==> src/rtl/interp_sample_feeder.sv <==
// interp_sample_feeder: buffers producer samples in a small FIFO and presents
// one held sample per reduced-rate tick to a downstream CIC interpolator.
// The reduced tick is derived from a full-rate tick by a phase counter; a pop
// on an empty FIFO holds the previous sample and raises a sticky underflow.
module interp_sample_feeder #(
    parameter int interpolation_factor = 8,
    parameter int num_bits             = 16,
    parameter int fifo_depth           = 4
) (
    input  logic                                 clk_i,
    input  logic                                 reset_i,
    input  logic                                 tick_i,
    input  logic                                 enable_i,
    input  logic signed [num_bits-1:0]           sample_i,
    input  logic                                 valid_i,
    output logic                                 ready_o,
    output logic signed [num_bits-1:0]           signal_o,
    output logic                                 tick_reduced_o,
    output logic                                 underflow_o,
    input  logic                                 clear_underflow_i,
    output logic [$clog2(fifo_depth+1)-1:0]      fill_level_o
);

    localparam int phase_bits = $clog2(interpolation_factor);
    localparam int ptr_bits   = $clog2(fifo_depth);
    localparam int fill_bits  = $clog2(fifo_depth + 1);

    localparam logic [phase_bits-1:0] last_phase = phase_bits'(interpolation_factor - 1);
    localparam logic [fill_bits-1:0]  full_level = fill_bits'(fifo_depth);

    logic [phase_bits-1:0] phase;
    logic [ptr_bits-1:0]   rd_ptr;
    logic [ptr_bits-1:0]   wr_ptr;
    logic [fill_bits-1:0]  fill;
    logic [num_bits-1:0]   mem [fifo_depth];

    logic pop_event;
    logic pop_data;
    logic push;
    logic fifo_empty;

    assign fifo_empty = (fill == '0);
    assign pop_event  = tick_i & enable_i & (phase == last_phase);
    assign pop_data   = pop_event & ~fifo_empty;
    // ready depends only on the registered fill, so a pop from full frees the
    // slot visibly one clock later
    assign ready_o    = (fill < full_level);
    assign push       = valid_i & ready_o;

    assign fill_level_o = fill;

    // Phase counter: counts qualifying full-rate ticks, forced to 0 when disabled
    always_ff @(posedge clk_i or negedge reset_i) begin
        if (!reset_i) begin
            phase <= '0;
        end else if (!enable_i) begin
            phase <= '0;
        end else if (tick_i) begin
            if (phase == last_phase) begin
                phase <= '0;
            end else begin
                phase <= phase + phase_bits'(1);
            end
        end
    end

    // FIFO pointers and fill level; push and pop together leave fill unchanged
    always_ff @(posedge clk_i or negedge reset_i) begin
        if (!reset_i) begin
            rd_ptr <= '0;
            wr_ptr <= '0;
            fill   <= '0;
        end else begin
            if (push) begin
                wr_ptr <= wr_ptr + ptr_bits'(1);
            end
            if (pop_data) begin
                rd_ptr <= rd_ptr + ptr_bits'(1);
            end
            case ({push, pop_data})
                2'b10:   fill <= fill + fill_bits'(1);
                2'b01:   fill <= fill - fill_bits'(1);
                default: fill <= fill;
            endcase
        end
    end

    // Sample storage; contents are only meaningful below the fill level
    always_ff @(posedge clk_i) begin
        if (push) begin
            mem[wr_ptr] <= sample_i;
        end
    end

    // Output stage: load head on pop, pulse the reduced tick, track underflow
    always_ff @(posedge clk_i or negedge reset_i) begin
        if (!reset_i) begin
            signal_o       <= '0;
            tick_reduced_o <= 1'b0;
            underflow_o    <= 1'b0;
        end else begin
            tick_reduced_o <= pop_event;
            if (pop_data) begin
                signal_o <= mem[rd_ptr];
            end
            if (pop_event && fifo_empty) begin
                underflow_o <= 1'b1;
            end else if (clear_underflow_i) begin
                underflow_o <= 1'b0;
            end
        end
    end

endmodule

==> config.mk <==
export PLATFORM = sky130hd
export DESIGN_NAME = interp_sample_feeder
export DESIGN_NICKNAME = d
export VERILOG_FILES = /design/src/rtl/interp_sample_feeder.sv
export SDC_FILE = /design/constraint.sdc
export NUM_CORES = 1
export LEC_CHECK = 0
export CORE_ASPECT_RATIO = 1.75
export CORE_MARGIN = 3
export CORE_UTILIZATION = 45
export CTS_BUF_LIST = sky130_fd_sc_hd__clkbuf_4 sky130_fd_sc_hd__clkbuf_8
export CTS_CLUSTER_SIZE = 30
export DETAILED_ROUTE_END_ITERATION = 16
export PLACE_DENSITY_LB_ADDON = 0.15
export SYNTH_ARGS = -nofsm -noshare
export SYNTH_HDL_FRONTEND = slang
export SYNTH_SLANG_ARGS = --single-unit
==> constraint.sdc <==
create_clock -name clk_i -period 2.6 [get_ports clk_i]
set_input_delay 0.65 -clock clk_i [delete_from_list [all_inputs] [get_ports clk_i]]
set_output_delay 0.65 -clock clk_i [all_outputs]
set_load 0.01 [all_outputs]
==> run metrics, run 1 <==
minimum clock period=2.262 ns; fmax=0.4420 GHz; Post-CTS Setup Inserts=0; status=finished, final reports clean; PortBufs=43; leading cell type in the layout, fill and taps excluded=edfxtp_1; fill count=580; core footprint=7672 µm²; number of I/O pins=44; crit-path cells=clkdlybuf4s50_1, nand3_1, inv_1, and2_4, ha_1, inv_1, fa_1, xor2_1, nor2_1, xnor2_1; static leakage=1.651 nW; DR vias/cell=5.269; commonest cells after routing, fill and taps aside=edfxtp_1 (64), clkdlybuf4s50_1 (43), dfrtp_1 (28); initial antenna violation count=0; WL final=6239 µm; Post-CTS Resized=0; routed len/inst=19.26 µm; largest net degree at the start of global routing=29; Starting DRT DRC Count=79; Required @ worst endpoint=2.87 ns; CP most frequent cell=inv_1; root buf cell=clkbuf_8; Mean Syn Cell Area=20.49 µm²; CP endpoint kind=register; Core Rows=42; Netlist cell types=25; Die ar.=9118 µm²; relative slew slack=0.5538; clock-pin slew on the worst setup and hold paths=0.08 ns; Inserted Diodes=0; clock latency on the worst-skew pair=0.34 ns; Power Dens Cells=751.6 nW/µm²; Fin. Hold Viols=0; Mapped Cells=175; Worst setup SP type=primary input; hpwl dp=4258 µm; crit share post-route=0.8702; Yosys Warn Count=0; die height=124.1 µm; DIE WIDTH=73.48 µm; path type of the worst setup path=primary input to register; Clock Path Buffers=2; Arr. time, crit path=2.53 ns; gr usage total=0.1537; Setup violations, final=0; clk sinks=92; Worst Hold Class=register to register; gpl congestion=0.6996; layout cells sized above 1=0.2500; synthesized area=3586 µm²; R2R Path Start=phase[0]; worst reg2reg setup slack=0.44 ns; Final #Nets=262; Max FO, Critical Path=4; H-tree depth=3; CTS tree=built; Initial Utilization=0.4674; post-synth net total=205; vias=1707; GRT Residual Overflow=0; dpl cells=309; router iterations before antenna repair=4; reg2reg end=fill_level_o[2]; Max Clock Skew=0.01162 ns; Max stage delay cell, worst path=clkdlybuf4s50_1; Seq/Total Area, Yosys=0.7313; VDD IR max=0.6222 mV; Tightest Pin Transition=0.6693 ns; RSZ-0062 raised after global routing=no; ANT nets after route=0; CTS Buf Count=9; CP endpoint=fill_level_o[2]; Slew Viols, Final=0; Worst Setup SP=enable_i; Yosys reg bits=92; global-route wire length before repair=9991 µm; hold depth=1; vias in the first global route=1931; P&R area growth vs syn=22.96%; critical path's largest stage delay=0.51 ns; Final Non-Filler Cells=324; CTS Hold Bufs=0; DRC viols=0; FF-to-FF path depth=11; max cap viols=0; final setup TNS=0 ns
[report_power, final]
part	switching (mW)	internal, mW
clock	0.444	0.512
sequential	0.0715	1.77
combinational	0.259	0.261
total	0.775	2.54
[how the worst min path moves through the flow]
stage / from / endpoint / slack (ns)
finish: signal_o[10] / signal_o[10] / 0.51
global route: signal_o[9] / signal_o[9] / 0.52
CTS: signal_o[9] / signal_o[9] / 0.52
detailed placement: signal_o[5] / signal_o[5] / 0.50
global placement: signal_o[10] / signal_o[10] / 0.49
floorplan: reset_i / fill_level_o[0] / 0.35
[critical path: cells and delay by family]
family	cells	cell delay (ns)
xor+xnor	2	0.28
fa+ha+maj	2	0.55
buf+inv	3	0.67
simple gates	3	0.37
[cells by family after synthesis]
logic type               count (synthesis)  share of synthesized area
flip-flops                              92                     0.7313
multiplexers                            36                     0.1703
buffers and inverters                   16                    0.02512
AND/OR/NAND/NOR                         15                    0.02547
adder cells (fa/ha/maj)                  8                    0.03001
XOR/XNOR                                 6                    0.01465
AO/OA/AOI/OAI                            2                   0.003140
[per-layer routing]
layer,share of wire,global-route usage
met5,0,0
met4,0.014,0.04762
met1,0.39,0.1856
met3,0.038,0.04685
met2,0.55,0.2611
[flip-flops by register name (all words and copies together), names as in the netlist]
name and flops:
tick_reduced_o 1, phase 3, fill_level_o 3, underflow_o 1
rd_ptr 2, wr_ptr 2, signal_o 16, mem 64
[synthesized netlist by cell type, drive strengths merged]
| cell type | count | share of area |
|---|---|---|
| xor2 | 2 | 0.0049 |
| o21ai | 1 | 0.0014 |
| dfrtp | 28 | 0.20 |
| mux2i | 4 | 0.011 |
| nand3 | 2 | 0.0028 |
| o22ai | 1 | 0.0017 |
| and2 | 5 | 0.0094 |
| clkbuf | 2 | 0.0021 |
| mux2 | 16 | 0.059 |
| ha | 7 | 0.024 |
| fa | 1 | 0.0056 |
| nor2b | 4 | 0.0070 |
| xnor2 | 4 | 0.0098 |
| mux4 | 16 | 0.10 |
| buf | 5 | 0.014 |
| nor2 | 2 | 0.0021 |
| inv | 9 | 0.0094 |
| or3 | 1 | 0.0031 |
| nand2 | 1 | 0.0010 |
| edfxtp | 64 | 0.54 |
[area by class of cell]
type,instances,area (µm²),area share
inverters,9,33.78,0.007662
well taps,88,110.1,0.02497
clock buffers,13,166.4,0.03774
repair buffers,53,568.0,0.1288
flip-flops and latches,92,2623,0.5948
multi-input cells,67,873.3,0.1981
clock inverters,2,35.03,0.007946
[through the flow]
step	hold slack (ns)	total power [mW]	util	worst slack (ns)	area, µm²
3_3_place_gp	0.4910	2.348	0.5484	0.06756	4208
2_1_floorplan	0.3544	2.109	-	0.3673	3586
4_1_cts	0.5151	3.366	0.5747	0.3461	4409
5_1_grt	0.5207	3.487	0.5747	0.2278	4409
6_report	0.5084	3.314	0.5747	0.3376	4409
3_5_place_dp	0.4955	2.405	0.5484	-0.01392	4208
No activity file was read; power rests on OpenSTA's default activity.
==> run 2, diff against run 1 <==
--- a/config.mk
+++ b/config.mk
@@ -6,12 +6,11 @@
 export NUM_CORES = 1
 export LEC_CHECK = 0
 export CORE_ASPECT_RATIO = 1.75
-export CORE_MARGIN = 3
 export CORE_UTILIZATION = 45
 export CTS_BUF_LIST = sky130_fd_sc_hd__clkbuf_4 sky130_fd_sc_hd__clkbuf_8
 export CTS_CLUSTER_SIZE = 30
 export DETAILED_ROUTE_END_ITERATION = 16
-export PLACE_DENSITY_LB_ADDON = 0.15
+export PLACE_DENSITY = 0.67
 export SYNTH_ARGS = -nofsm -noshare
 export SYNTH_HDL_FRONTEND = slang
 export SYNTH_SLANG_ARGS = --single-unit
==> run 2 against run 1 <==
  * Final cell count rose by 1.9%
  * Flip-flop and latch count is the same
  * Global-route usage increased by 0.85 points
  * Power decreased by 3.0%
  * Setup slack better by 0.094 ns
  * Sequential share of layout area grew 0.17 points
  * Register-to-register slack better by 0.04 ns
  * Critical path type unchanged
  * Core utilization up 0.23 points
  * Via count is 0.64% higher
  * Highest routed layer unchanged
  * Critical path depth unchanged
  * Routed wire length fell by 7.4%
==> run metrics, run 2 (synthesized netlist as in run 1, its figures left out) <==
root buf cell=clkbuf_8; Largest register FFs=64; R2R Path Start=phase[0]; Initial Utilization=0.4706; number of I/O pins=44; Post-CTS Setup Inserts=0; Combinational Power Share=0.156; ANT nets after route=0; leading cell type in the layout, fill and taps excluded=edfxtp_1; Clock Path Buffers=2; DIE WIDTH=69.48 µm; router iterations before antenna repair=4; Largest regs=mem: 64 flops, signal_o: 16 flops; Slew Viols, Final=0; clock-pin slew on the worst setup and hold paths=0.08 ns; fmax=0.4612 GHz; WL final=5775 µm; Max Clock Skew=0.01264 ns; CP endpoint kind=register; minimum clock period=2.168 ns; Worst Min Path Start=signal_o[10]; CTS Buf Count=9; vias in the first global route=1933; PortBufs=43; crit share post-route=0.8339; sw frac=0.2345; DRC viols=0; Met1 Routed Length=2189 µm; clock latency on the worst-skew pair=0.36 ns; fill count=586; CTS tree=built; H-tree depth=3; path type of the worst setup path=primary input to register; Most flops, register=mem; Core Rows=42; final worst-path setup slack=0.4320 ns; die height=120.1 µm; Setup violations, final=0; Arr. time, crit path=2.45 ns; Pint=2.461 mW; largest net degree at the start of global routing=29; routed len/inst=17.50 µm; hold depth=1; relative slew slack=0.7449; Clock power frac=0.275; clk sinks=92; dpl ws=0.03966 ns; reg2reg end=fill_level_o[2]; post-layout util=0.5770; Worst setup SP type=primary input; Die ar.=8344 µm²; hpwl dp=3932 µm; P&R area growth vs syn=22.61%; Final #Nets=267; CTS Hold Bufs=0; GRT Residual Overflow=0; Power Dens Cells=731.2 nW/µm²; WHS Endpoint=signal_o[10]; gr usage total=0.1622; Tightest Pin Transition=0.3826 ns; initial antenna violation count=0; highest routed layer=met4; Inserted Diodes=0; Post-CTS Resized=0; core footprint=7620 µm²; Starting DRT DRC Count=66; Required @ worst endpoint=2.88 ns; status=finished, final reports clean; vias=1718; RSZ-0062 raised after global routing=no; max cap viols=0; final setup TNS=0 ns; static leakage=1.663 nW; register share of total power=0.569; gpl congestion=0.6710; Worst Hold Class=register to register; Met2 Wirelength=3263 µm; FF-to-FF path depth=11; DR WL met3=160 µm; sw power=0.7537 mW; global-route wire length before repair=9804 µm; Fin. Hold Viols=0; Max FO, Critical Path=3; DR vias/cell=5.206; worst reg2reg setup slack=0.48 ns; layout cells sized above 1=0.2645; VDD IR max=0.4055 mV; commonest cells after routing, fill and taps aside=edfxtp_1 (64), clkdlybuf4s50_1 (43), dfrtp_1 (28)
[run 2: how the worst max path moves through the flow]
stage	end	cells past startpoint	startpoint	slack, ns
floorplan	fill_level_o[2]	11	tick_i	0.37
global placement	fill_level_o[2]	10	tick_i	0.09
detailed placement	fill_level_o[2]	10	tick_i	0.04
CTS	fill_level_o[2]	10	tick_i	0.42
global route	fill_level_o[2]	10	tick_i	0.31
finish	fill_level_o[2]	10	tick_i	0.43
[run 2: cell type report]
class                   count  area, µm²  share of cell area
flip-flops and latches     92       2623              0.5965
multi-input cells          67      873.3              0.1986
repair buffers             58      568.0              0.1292
clock buffers              14      180.2             0.04098
well taps                  88      110.1             0.02504
inverters                   9      33.78            0.007684
clock inverters             2      8.758            0.001992
[run 2: critical path, stage by stage]
cell and delay, ns:
clkdlybuf4s50_1 0.48, nand3_1 0.10, inv_1 0.10, and2_4 0.15, ha_1 0.17, inv_1 0.06, fa_1 0.37, xor2_1 0.15
nor2_1 0.11, xnor2_1 0.12
[run 2: power groups by stage]
stage / clock (mW) / combinational (mW) / sequential [mW]
5_1_grt: 0.965 / 0.568 / 1.85
2_1_floorplan: 0 / 0.250 / 1.86
3_3_place_gp: 0 / 0.505 / 1.85
3_5_place_dp: 0 / 0.515 / 1.86
4_1_cts: 0.916 / 0.517 / 1.83
6_report: 0.885 / 0.501 / 1.83
[run 2: routing by layer]
layer	track usage	vias to the layer above
met1	0.1841	884
met4	0.1033	0
met5	0	-
met2	0.2828	35
li1	-	788
met3	0.02351	11
[run 2: stage by stage]
step	total power, mW	instances	hold slack (ns)	instance area [µm²]
2_1_floorplan	2.109	175	0.3544	3586
3_3_place_gp	2.357	314	0.4900	4208
3_5_place_dp	2.379	314	0.4951	4208
4_1_cts	3.265	330	0.5135	4397
5_1_grt	3.380	330	0.5252	4397
6_report	3.215	330	0.5089	4397
==> run 3, diff against run 2 <==
--- a/config.mk
+++ b/config.mk
@@ -10,7 +10,7 @@
 export CTS_BUF_LIST = sky130_fd_sc_hd__clkbuf_4 sky130_fd_sc_hd__clkbuf_8
 export CTS_CLUSTER_SIZE = 30
 export DETAILED_ROUTE_END_ITERATION = 16
-export PLACE_DENSITY = 0.67
+export PLACE_DENSITY = 0.69
 export SYNTH_ARGS = -nofsm -noshare
 export SYNTH_HDL_FRONTEND = slang
 export SYNTH_SLANG_ARGS = --single-unit
==> constraint.sdc (replaced) <==
create_clock -name clk_i -period 1.9 [get_ports clk_i]
set_input_delay 0.475 -clock clk_i [delete_from_list [all_inputs] [get_ports clk_i]]
set_output_delay 0.475 -clock clk_i [all_outputs]
set_load 0.01 [all_outputs]
==> run 3 against run 2 <==
  * The run now ends with negative setup slack left
  * Critical path depth rose by 1
  * Count of clock-buffer cells in the layout fell by 4
  * Final cell count rose by 4.2%
  * Design area rose by 2.9%
  * Flip-flop and latch count did not move
  * Combinational power rose by 42%
  * Hold slack improved by 0.0023 ns
  * Power rose by 36%
  * Routed wire length rose by 5.2%
  * Die area did not move
  * Largest power group unchanged
==> run metrics, run 3 (synthesized netlist as in run 1, its figures left out) <==
crit share post-route=1.007; CTS Buf Count=9; number of I/O pins=44; CP endpoint kind=register; vias=1760; Final #Nets=281; clock latency on the worst-skew pair=0.35 ns; H-tree depth=3; dpl cell area=4298 µm²; failing checks=negative setup slack; hpwl dp=4123 µm; initial antenna violation count=0; routed len/inst=17.65 µm; Starting DRT DRC Count=66; Required @ worst endpoint=2.18 ns; Die ar.=8344 µm²; Initial Utilization=0.4706; GRT Residual Overflow=0; DRC viols=0; router iterations before antenna repair=4; core footprint=7620 µm²; gpl congestion=0.6891; layout cells sized above 1=0.3320; relative slew slack=0.7426; die height=120.1 µm; CTS Hold Bufs=0; max cap viols=0; Arr. time, crit path=2.19 ns; WL final=6073 µm; final worst-path setup slack=-0.01384 ns; fmax=0.5225 GHz; Most flops, register=mem; minimum clock period=1.914 ns; fill count=587; DIE WIDTH=69.48 µm; Worst setup SP type=register; Power Dens Cells=964.0 nW/µm²; vias in the first global route=1985; Inserted Diodes=0; PortBufs=43; ANT nets after route=0; leading cell type in the layout, fill and taps excluded=edfxtp_1; largest net degree at the start of global routing=29; Largest regs=mem: 64 flops, signal_o: 16 flops; commonest cells after routing, fill and taps aside=edfxtp_1 (64), clkdlybuf4s50_1 (42), dfrtp_1 (28), buf_4 (28), mux4_2 (16); WHS=0.5112 ns; status=complete, but fails checks; Slew Viols, Final=0; Fin. Hold Viols=0; final setup TNS=-0.01384 ns; DR vias/cell=5.116; path type of the worst setup path=register to register; global-route wire length before repair=10020 µm; clk sinks=92; Largest register FFs=64; gr usage total=0.1660; Max Clock Skew=0.01415 ns; Tightest Pin Transition=0.3861 ns; Clock Path Buffers=2; clock-pin slew on the worst setup and hold paths=0.10 ns; P&R area growth vs syn=26.17%; RSZ-0062 raised after global routing=yes; Design Area, Final=4524 µm²; VDD IR max=0.5594 mV; CTS tree=built; Worst Hold Class=primary input to async pin; Setup violations, final=1; static leakage=1.711 nW; Core Rows=42; Max FO, Critical Path=2; root buf cell=clkbuf_8
## run 3: cell types whose count changed in the layout (fill, tap and decap cells not counted), sizes merged
cell / change
buf: +14
clkbuf: -4
clkdlybuf4s50: -1
clkinv: +2
clkinvlp: +2
dlygate4sd2: +1
## run 3: per-layer routing
metal	track usage	vias to the layer above	wire length, µm
met5	0	-	0
met4	0.08291	0	96
met3	0.03442	9	187
met2	0.2973	34	3475
met1	0.1841	904	2314
li1	-	813	-
## run 3: final cells by class
type,count,area [µm²],share of cell area
clock inverter,6,41.29,0.009126
sequential,92,2623,0.5796
timing repair buffer,72,659.4,0.1457
multi-input combinational,67,925.9,0.2046
inverter,9,33.78,0.007467
clock buffer,10,131.4,0.02904
tap,88,110.1,0.02434
## run 3: what timing repair did
action | 4_1_cts | 5_1_grt
endpoints found under the setup margin | 2 | 2
resized for setup | 2 | 1
hold endpoints to repair | 0 | 0
buffers inserted | 2 | 3
pin swaps | 4 | 4
## run 3: report_power, final
part           internal, mW  switching, mW
combinational         0.359          0.351
sequential             2.41         0.0941
clock                 0.488          0.654
total                  3.26           1.10
## run 3: worst paths after layout
check                            start         endpoint  slack (ns)  depth (start not counted)
max in group asynchronous      reset_i     signal_o[12]        1.10                          2
min reg2reg                signal_o[8]      signal_o[8]        0.52                          1
max reg2reg                   phase[1]  fill_level_o[2]       -0.01                         11
min in group clk_i         signal_o[8]      signal_o[8]        0.52                          1
min                            reset_i      signal_o[1]        0.51                          2
max                           phase[1]  fill_level_o[2]       -0.01                         11
## run 3: worst max-delay path, cell delays in order (launching register included)
cell and delay (ns):
dfrtp_1 0.41, ha_4 0.16, ha_4 0.13, nand3_4 0.07
inv_2 0.06, and2_4 0.14, ha_4 0.12, inv_2 0.03
fa_2 0.32, xor2_1 0.14, nor2_1 0.12, xnor2_1 0.12
## run 3: metrics by stage
stage                     utilization  setup slack, ns  cells  power (mW)
after detailed placement       0.5640          -0.3325    323       3.286
after CTS                      0.5898         -0.03509    341       4.427
final                          0.5938         -0.01384    344       4.361
after global routing           0.5938         -0.08626    344       4.585
after global placement         0.5640          -0.3119    323       3.254
after floorplan                     -          -0.2168    175       2.898
